**config.mk**
```make
export PLATFORM = sky130hd
export DESIGN_NAME = register_dump_tx
export DESIGN_NICKNAME = d
export VERILOG_FILES = /design/src/rtl/register_dump_tx.sv
export SDC_FILE = /design/constraint.sdc
export NUM_CORES = 1
export LEC_CHECK = 0
export ABC_AREA = 1
export ABC_CLOCK_PERIOD_IN_PS = 4800
export CAP_MARGIN = 20
export CORE_ASPECT_RATIO = 0.6
export CORE_UTILIZATION = 35
export CTS_BUF_LIST = sky130_fd_sc_hd__clkbuf_8
export DETAILED_ROUTE_END_ITERATION = 7
export PLACE_DENSITY = 0.54
export SLEW_MARGIN = 20
export SYNTH_ARGS = -nofsm -noshare
export SYNTH_HDL_FRONTEND = slang
export SYNTH_SLANG_ARGS = --single-unit
```
**constraint.sdc**
```tcl
create_clock -name clk -period 4.8 [get_ports clk]
set_clock_uncertainty 0.2 [all_clocks]
set_input_delay 1.2 -clock clk [delete_from_list [all_inputs] [get_ports clk]]
set_output_delay 1.2 -clock clk [all_outputs]
set_load 0.05 [all_outputs]
```
**src/rtl/register_dump_tx.sv**
```systemverilog
// register_dump_tx
// Streams a frame to a byte-wide UART transmitter: one header byte, then every
// register of the bank, least-significant byte first. The register is picked with
// reg_sel, and the bank returns its value on reg_val in the same cycle.
// The register is captured only in LOAD. Each byte is launched with a one-cycle
// tx_start pulse, and the next byte waits for the transmitter's tx_done_tick.

module register_dump_tx #(
   parameter int unsigned B      = 32,
   parameter int unsigned W      = 5,
   parameter int unsigned NREG   = 32,
   parameter logic [7:0]  HEADER = 8'hA5
) (
   input  logic         clk,
   input  logic         reset,
   input  logic         start,
   input  logic [B-1:0] reg_val,
   input  logic         tx_done_tick,
   output logic [W-1:0] reg_sel,
   output logic [7:0]   tx_data,
   output logic         tx_start,
   output logic         busy,
   output logic         done_tick
);

   localparam int unsigned   NBYTES    = B / 8;
   localparam int unsigned   CW        = (NBYTES > 1) ? $clog2(NBYTES) : 1;
   localparam logic [CW-1:0] LAST_BYTE = CW'(NBYTES - 1);
   localparam logic [W-1:0]  LAST_IDX  = W'(NREG - 1);

   typedef enum logic [2:0] {
      IDLE,
      HDR,
      HDR_WAIT,
      LOAD,
      SEND,
      WAIT,
      DONE
   } state_t;

   state_t        state_q, state_d;
   logic [W-1:0]  idx_q, idx_d;
   logic [W-1:0]  reg_sel_q, reg_sel_d;
   logic [CW-1:0] byte_cnt_q, byte_cnt_d;
   logic [B-1:0]  shreg_q, shreg_d;
   logic [7:0]    tx_data_q, tx_data_d;
   logic          tx_start_q, tx_start_d;
   logic          busy_q, busy_d;
   logic          done_tick_q, done_tick_d;

   // Next-state logic. The one-cycle pulses default low. Every other register holds its value.
   always_comb begin
      state_d     = state_q;
      idx_d       = idx_q;
      reg_sel_d   = reg_sel_q;
      byte_cnt_d  = byte_cnt_q;
      shreg_d     = shreg_q;
      tx_data_d   = tx_data_q;
      tx_start_d  = 1'b0;
      busy_d      = busy_q;
      done_tick_d = 1'b0;

      case (state_q)
         IDLE: begin
            if (start) begin
               idx_d      = '0;
               reg_sel_d  = '0;
               tx_data_d  = HEADER;
               tx_start_d = 1'b1;
               busy_d     = 1'b1;
               state_d    = HDR;
            end
         end
         HDR: begin
            state_d = HDR_WAIT;
         end
         HDR_WAIT: begin
            if (tx_done_tick) begin
               state_d = LOAD;
            end
         end
         LOAD: begin
            shreg_d    = reg_val;
            byte_cnt_d = '0;
            state_d    = SEND;
         end
         SEND: begin
            tx_data_d  = shreg_q[7:0];
            tx_start_d = 1'b1;
            state_d    = WAIT;
         end
         WAIT: begin
            if (tx_done_tick) begin
               if (byte_cnt_q != LAST_BYTE) begin
                  shreg_d    = shreg_q >> 8;
                  byte_cnt_d = byte_cnt_q + CW'(1);
                  state_d    = SEND;
               end else if (idx_q != LAST_IDX) begin
                  idx_d     = idx_q + W'(1);
                  reg_sel_d = idx_q + W'(1);
                  state_d   = LOAD;
               end else begin
                  // Raise done_tick here so that it is high during the DONE cycle itself.
                  done_tick_d = 1'b1;
                  state_d     = DONE;
               end
            end
         end
         DONE: begin
            busy_d  = 1'b0;
            state_d = IDLE;
         end
         default: begin
            state_d = IDLE;
         end
      endcase
   end

   // State and registered outputs. An asynchronous reset aborts any frame in progress.
   always_ff @(posedge clk or posedge reset) begin
      if (reset) begin
         state_q     <= IDLE;
         idx_q       <= '0;
         reg_sel_q   <= '0;
         byte_cnt_q  <= '0;
         shreg_q     <= '0;
         tx_data_q   <= '0;
         tx_start_q  <= 1'b0;
         busy_q      <= 1'b0;
         done_tick_q <= 1'b0;
      end else begin
         state_q     <= state_d;
         idx_q       <= idx_d;
         reg_sel_q   <= reg_sel_d;
         byte_cnt_q  <= byte_cnt_d;
         shreg_q     <= shreg_d;
         tx_data_q   <= tx_data_d;
         tx_start_q  <= tx_start_d;
         busy_q      <= busy_d;
         done_tick_q <= done_tick_d;
      end
   end

   assign reg_sel   = reg_sel_q;
   assign tx_data   = tx_data_q;
   assign tx_start  = tx_start_q;
   assign busy      = busy_q;
   assign done_tick = done_tick_q;

endmodule

```
== Word-level counts from Yosys, hierarchy flattened ==
Index checks and enable logic that the tools add are counted.

* Add/subtract/negate cells: 2
* Equal/unequal tests: 14
* Muxes and demuxes: 27
* Reductions and logical operators: 10

{| class="wikitable"
|+ Operators by type and width
! operator !! count
|-
| 32-bit 2-to-1 mux || 2
|-
| 32-bit one-hot mux with 2 select lines || 1
|-
| 5-bit 2-to-1 mux || 4
|-
| 3-bit one-hot mux with 6 select lines || 1
|-
| 8-bit one-hot mux with 2 select lines || 1
|-
| 3-bit 2-to-1 mux || 5
|-
| 2-bit inequality test (second input constant) || 7
|-
| 5-bit one-hot mux with 2 select lines || 1
|-
| 3-bit equality test (second input constant) || 3
|-
| 8-bit 2-to-1 mux || 1
|-
| 2-bit nonzero test || 4
|-
| 3-bit by 2-bit equality test with 1-bit output (second input constant) || 2
|-
| 1-bit 2-to-1 mux || 6
|-
| 3-bit AND reduction || 2
|-
| 5-bit by 1-bit adder with 5-bit output (second input constant) || 1
|-
| 5-bit inequality test (second input constant) || 1
|-
| 5-bit AND reduction || 1
|-
| 2-bit 2-to-1 mux || 2
|-
| 1-bit one-hot mux with 2 select lines || 2
|-
| 2-bit one-hot mux with 2 select lines || 1
|-
| 2-bit AND reduction || 2
|-
| 3-bit by 1-bit equality test with 1-bit output (second input constant) || 1
|-
| 3-bit zero test || 1
|-
| 2-bit by 1-bit adder with 2-bit output (second input constant) || 1
|}

* Bits in registers: 53
* Input port bits: 36
* Output and inout bits: 16

== Depth between registers and ports, before layout ==
* Word-level depth: 5
* Gate-level depth with buffers: 10

== Least setup slack after synthesis ==
No wires, ideal clock.

* Path kind: input -> register
* Start point: input port tx_done_tick
* End point: register shreg_q[24]
* Library setup time: 0.118 ns
* Arrival time: 1.820 ns
* Data required time: 4.482 ns
* Path slack: 2.662 ns
* Stages: 6
* Path buffers: 1
* Cell sequence: inv_1 o21ai_4 nand2_4 buf_4 nand2_1 nand2_1

* Cells in the longest elaborated chain, start to end: 2

{| class="wikitable"
|+ RTL lines
! what !! RTL line !! RTL
|-
| start, declared || 18 || <nowiki>input logic tx_done_tick,</nowiki>
|-
| 2-bit inequality test (no source line) || n/a ||
|-
| 3-bit AND reduction (no source line) || n/a ||
|-
| end signal, assigned || 136 || <nowiki>shreg_q <= shreg_d;</nowiki>
|-
| end, declared || 45 || <nowiki>logic [B-1:0] shreg_q, shreg_d;</nowiki>
|}

No other way between the ends.
A chain may end at the register's enable or synchronous reset.

== Final worst setup path ==
* Start point: register reg_sel_q[2], in the netlist reg_sel[2]
* End point: output port reg_sel[2]

{| class="wikitable"
|+ RTL lines
! what !! RTL line !! RTL
|-
| start, declared || 43 || <nowiki>logic [W-1:0] reg_sel_q, reg_sel_d;</nowiki>
|-
| start signal, assigned || 134 || <nowiki>reg_sel_q <= reg_sel_d;</nowiki>
|-
| end, declared || 19 || <nowiki>output logic [W-1:0] reg_sel,</nowiki>
|}

No word-level cell between the ends.

==> flow_metrics.py <==
metrics = {
    "status": {
        "status": "finished clean",
    },
    "layout": {
        "drive_above_1_share_pct": 4.99,
        "nFillCells": 787,
        "seqCellArea_um2": 1330,
        "stdcell_area_um2": 3350,
        "multi_input_area_um2": 1170,
        "syn_to_final_growth_pct": 25.2,
        "nets": 439,
        "diodes": 0,
    },
    "logic_synthesis": {
        "synth-seq-cells": 53,
        "synth_seq_area_share_pct": 49.6,
        "synthesis.nets": 396,
        "netlist_area_um2": 2680,
        "synth.avg_cell_area_um2": 7.50,
        "postSynthCellCount": 357,
        "synth.distinct_cells": 21,
        "ys_warn_count": 0,
    },
    "global_routing": {
        "globalRouteTotalUtil_pct": 17.9,
        "grt_max_degree": 44,
        "grt_pass1_vias": 2347,
        "grt_pass1_wl_um": 11200,
        "antenna_found_initial": 0,
        "grt-ovfl-total": 0,
    },
    "clocking": {
        "cts_tree": "built",
        "cts_resized": 0,
        "clockRootBuffer": "clkbuf_8",
        "cts_max_level": 2,
        "cts_buffers": 5,
        "path_clk_slew_ps": 100,
        "cts_setup_buffers": 0,
        "cts_buffer_depth": 2,
        "clk_latency_ps": 310,
        "cts_sinks": 53,
        "hold_buffers": 0,
    },
    "min_path": {
        "min_path_type": "reg -> reg",
    },
    "run": {
        "max_cap_violations": 0,
    },
    "power_and_ir_drop": {
        "vdd.ir_drop.worst_uv": 160,
        "p_leak_nw": 1.74,
        "power.total_mw": 1.87,
        "power_density_nw_per_um2": 558,
    },
    "setup_path": {
        "crit_chain": "clkdlybuf4s50_1",
        "end_kind": "output pin",
        "crit_path_max_fanout": 6,
        "slowest_stage": "clkdlybuf4s50_1",
        "start_kind": "register",
        "crit_buf_inv": 1,
        "slowest_delay_ps": 840,
        "path_delay_family": "buffers and inverters",
        "critical_path_class": "reg -> out",
        "worstPathArrival_ps": 1610,
        "critPathRequiredTime_ps": 3400,
    },
    "placement": {
        "io_buffers": 51,
        "place_hpwl_um": 4220,
        "post_dp_cell_area_um2": 3220,
        "dp_slack_ps": 1770,
        "gp_congestion": 0.787,
    },
    "floorplan": {
        "pin_count": 52,
        "initial_core_util_pct": 36.5,
        "die-area_um2": 8010,
        "core_um2": 7330,
        "die_h_um": 69.7,
        "die_x_um": 115,
        "num_rows": 24,
    },
    "route": {
        "drcViolationCount": 0,
        "ant_nets": 0,
        "first_pass_iters": 4,
        "wirelength_um": 6330,
        "avgRoutedWirePerCell_um": 12.5,
        "viasPerCell": 4.61,
        "vias": 2330,
        "drt_iter0_markers": 247,
    },
    "timing": {
        "slew_headroom_pct": 41.2,
        "min_period_ps": 3010,
        "tightest_slew_ps": 881,
        "setup_tns_ps": 0,
        "fin_crit_sh_pct": 62.8,
        "rsz0062_at_grt": "no",
        "slew_viol_final": 0,
        "setup_violations": 0,
        "hold_violations": 0,
        "setup_ws_ps": 1790,
        "max_freq_mhz": 332,
    },
}
[layer usage]
layer  part of all wire (%)  vias up  track usage, %  wire length (um)
li1                       -     1206               -                 -
met5                      0        -               0                 0
met4                    1.4        0            5.19                87
met1                     54     1055            26.7              3420
met3                    5.2       11            4.55               329
met2                     39       58            25.2              2490
[report_power, final]
group / internal, mW / leakage, nW / switching (mW)
Clock: 0.207 / 0.0681 / 0.155
Sequential: 0.624 / 0.667 / 0.118
Combinational: 0.254 / 1.01 / 0.510
[flip-flops by register name (all words and copies together) (netlist names)]
| register | count |
|---|---|
| tx_start | 1 |
| busy | 1 |
| byte_cnt_q | 2 |
| reg_sel | 5 |
| done_tick | 1 |
| tx_data | 8 |
| state_q | 3 |
| shreg_q | 32 |
[placed cells by master (no fill, tap or decap)]
cell type	Yosys	layout
a21oi_1	5	5
buf_4	5	2
bufinv_16	0	2
clkbuf_8	0	5
clkdlybuf4s50_1	0	51
clkinv_2	0	1
dfrtp_1	53	53
ha_1	3	3
inv_1	14	13
inv_2	3	4
nand2_1	185	185
nand2_2	1	1
nand2_4	1	1
nand3_1	35	35
nand3_4	1	1
nand4_1	11	11
nor2_1	16	16
nor2_2	2	2
nor3_1	1	1
nor3b_1	1	1
o21ai_0	7	7
o21ai_4	1	1
[cells by family (layout without fill, tap and decap cells)]
logic type | after synthesis | in the layout | share of synthesized area, %
simple gates | 254 | 254 | 39.6
flops | 53 | 53 | 49.6
buf+inv | 34 | 78 | 6.64
compound gates | 13 | 13 | 2.85
fa+ha+maj | 3 | 3 | 1.40
[cell usage after synthesis (all sizes together)]
cell type	number	area [um^2]
buf	15	106
nor2	18	72.6
ha	3	37.5
a21oi	5	25.0
inv	17	63.8
nand4	11	68.8
nand3	36	193
nand2	187	712
nor3b	1	7.51
dfrtp	53	1330
o21ai	8	51.3
nor3	1	5.00
clkbuf	2	7.51
[worst reg2reg max path: stages (launching register included)]
cell	delay, ps
dfrtp_1	560
nand3_4	440
nand2_2	720
nand2_4	400
nand2_1	160
nand2_1	70
[through the flow]
stage,hold WS (ps),util (%),instances
after detailed placement,266,43.9,497
final,286,45.7,505
after global routing,303,45.7,505
after global placement,259,43.9,497
after floorplan,249,-,357
after CTS,291,45.7,505
[worst paths after layout]
kind | startpoint | to | slack [ps] | cells after the start
worst max-delay path | reg_sel[2] | reg_sel[2] | 1790 | 1
max in group asynchronous | reset | tx_data[7] | 2520 | 3
min in group asynchronous | reset | tx_data[2] | 1180 | 2
worst max register to register | state_q[0] | shreg_q[18] | 2140 | 5
worst min register to register | tx_data[3] | tx_data[3] | 290 | 2
worst min-delay path | tx_data[3] | tx_data[3] | 290 | 2
[cell type report]
| type | instances | area share (%) |
|---|---|---|
| clock inverter | 3 | 1.94 |
| timing repair buffer | 53 | 15.7 |
| inverter | 17 | 1.90 |
| tap | 104 | 3.88 |
| multi-input combinational | 270 | 35.0 |
| sequential | 53 | 39.6 |
| clock buffer | 5 | 2.05 |
(Power assumes the default switching activity.)
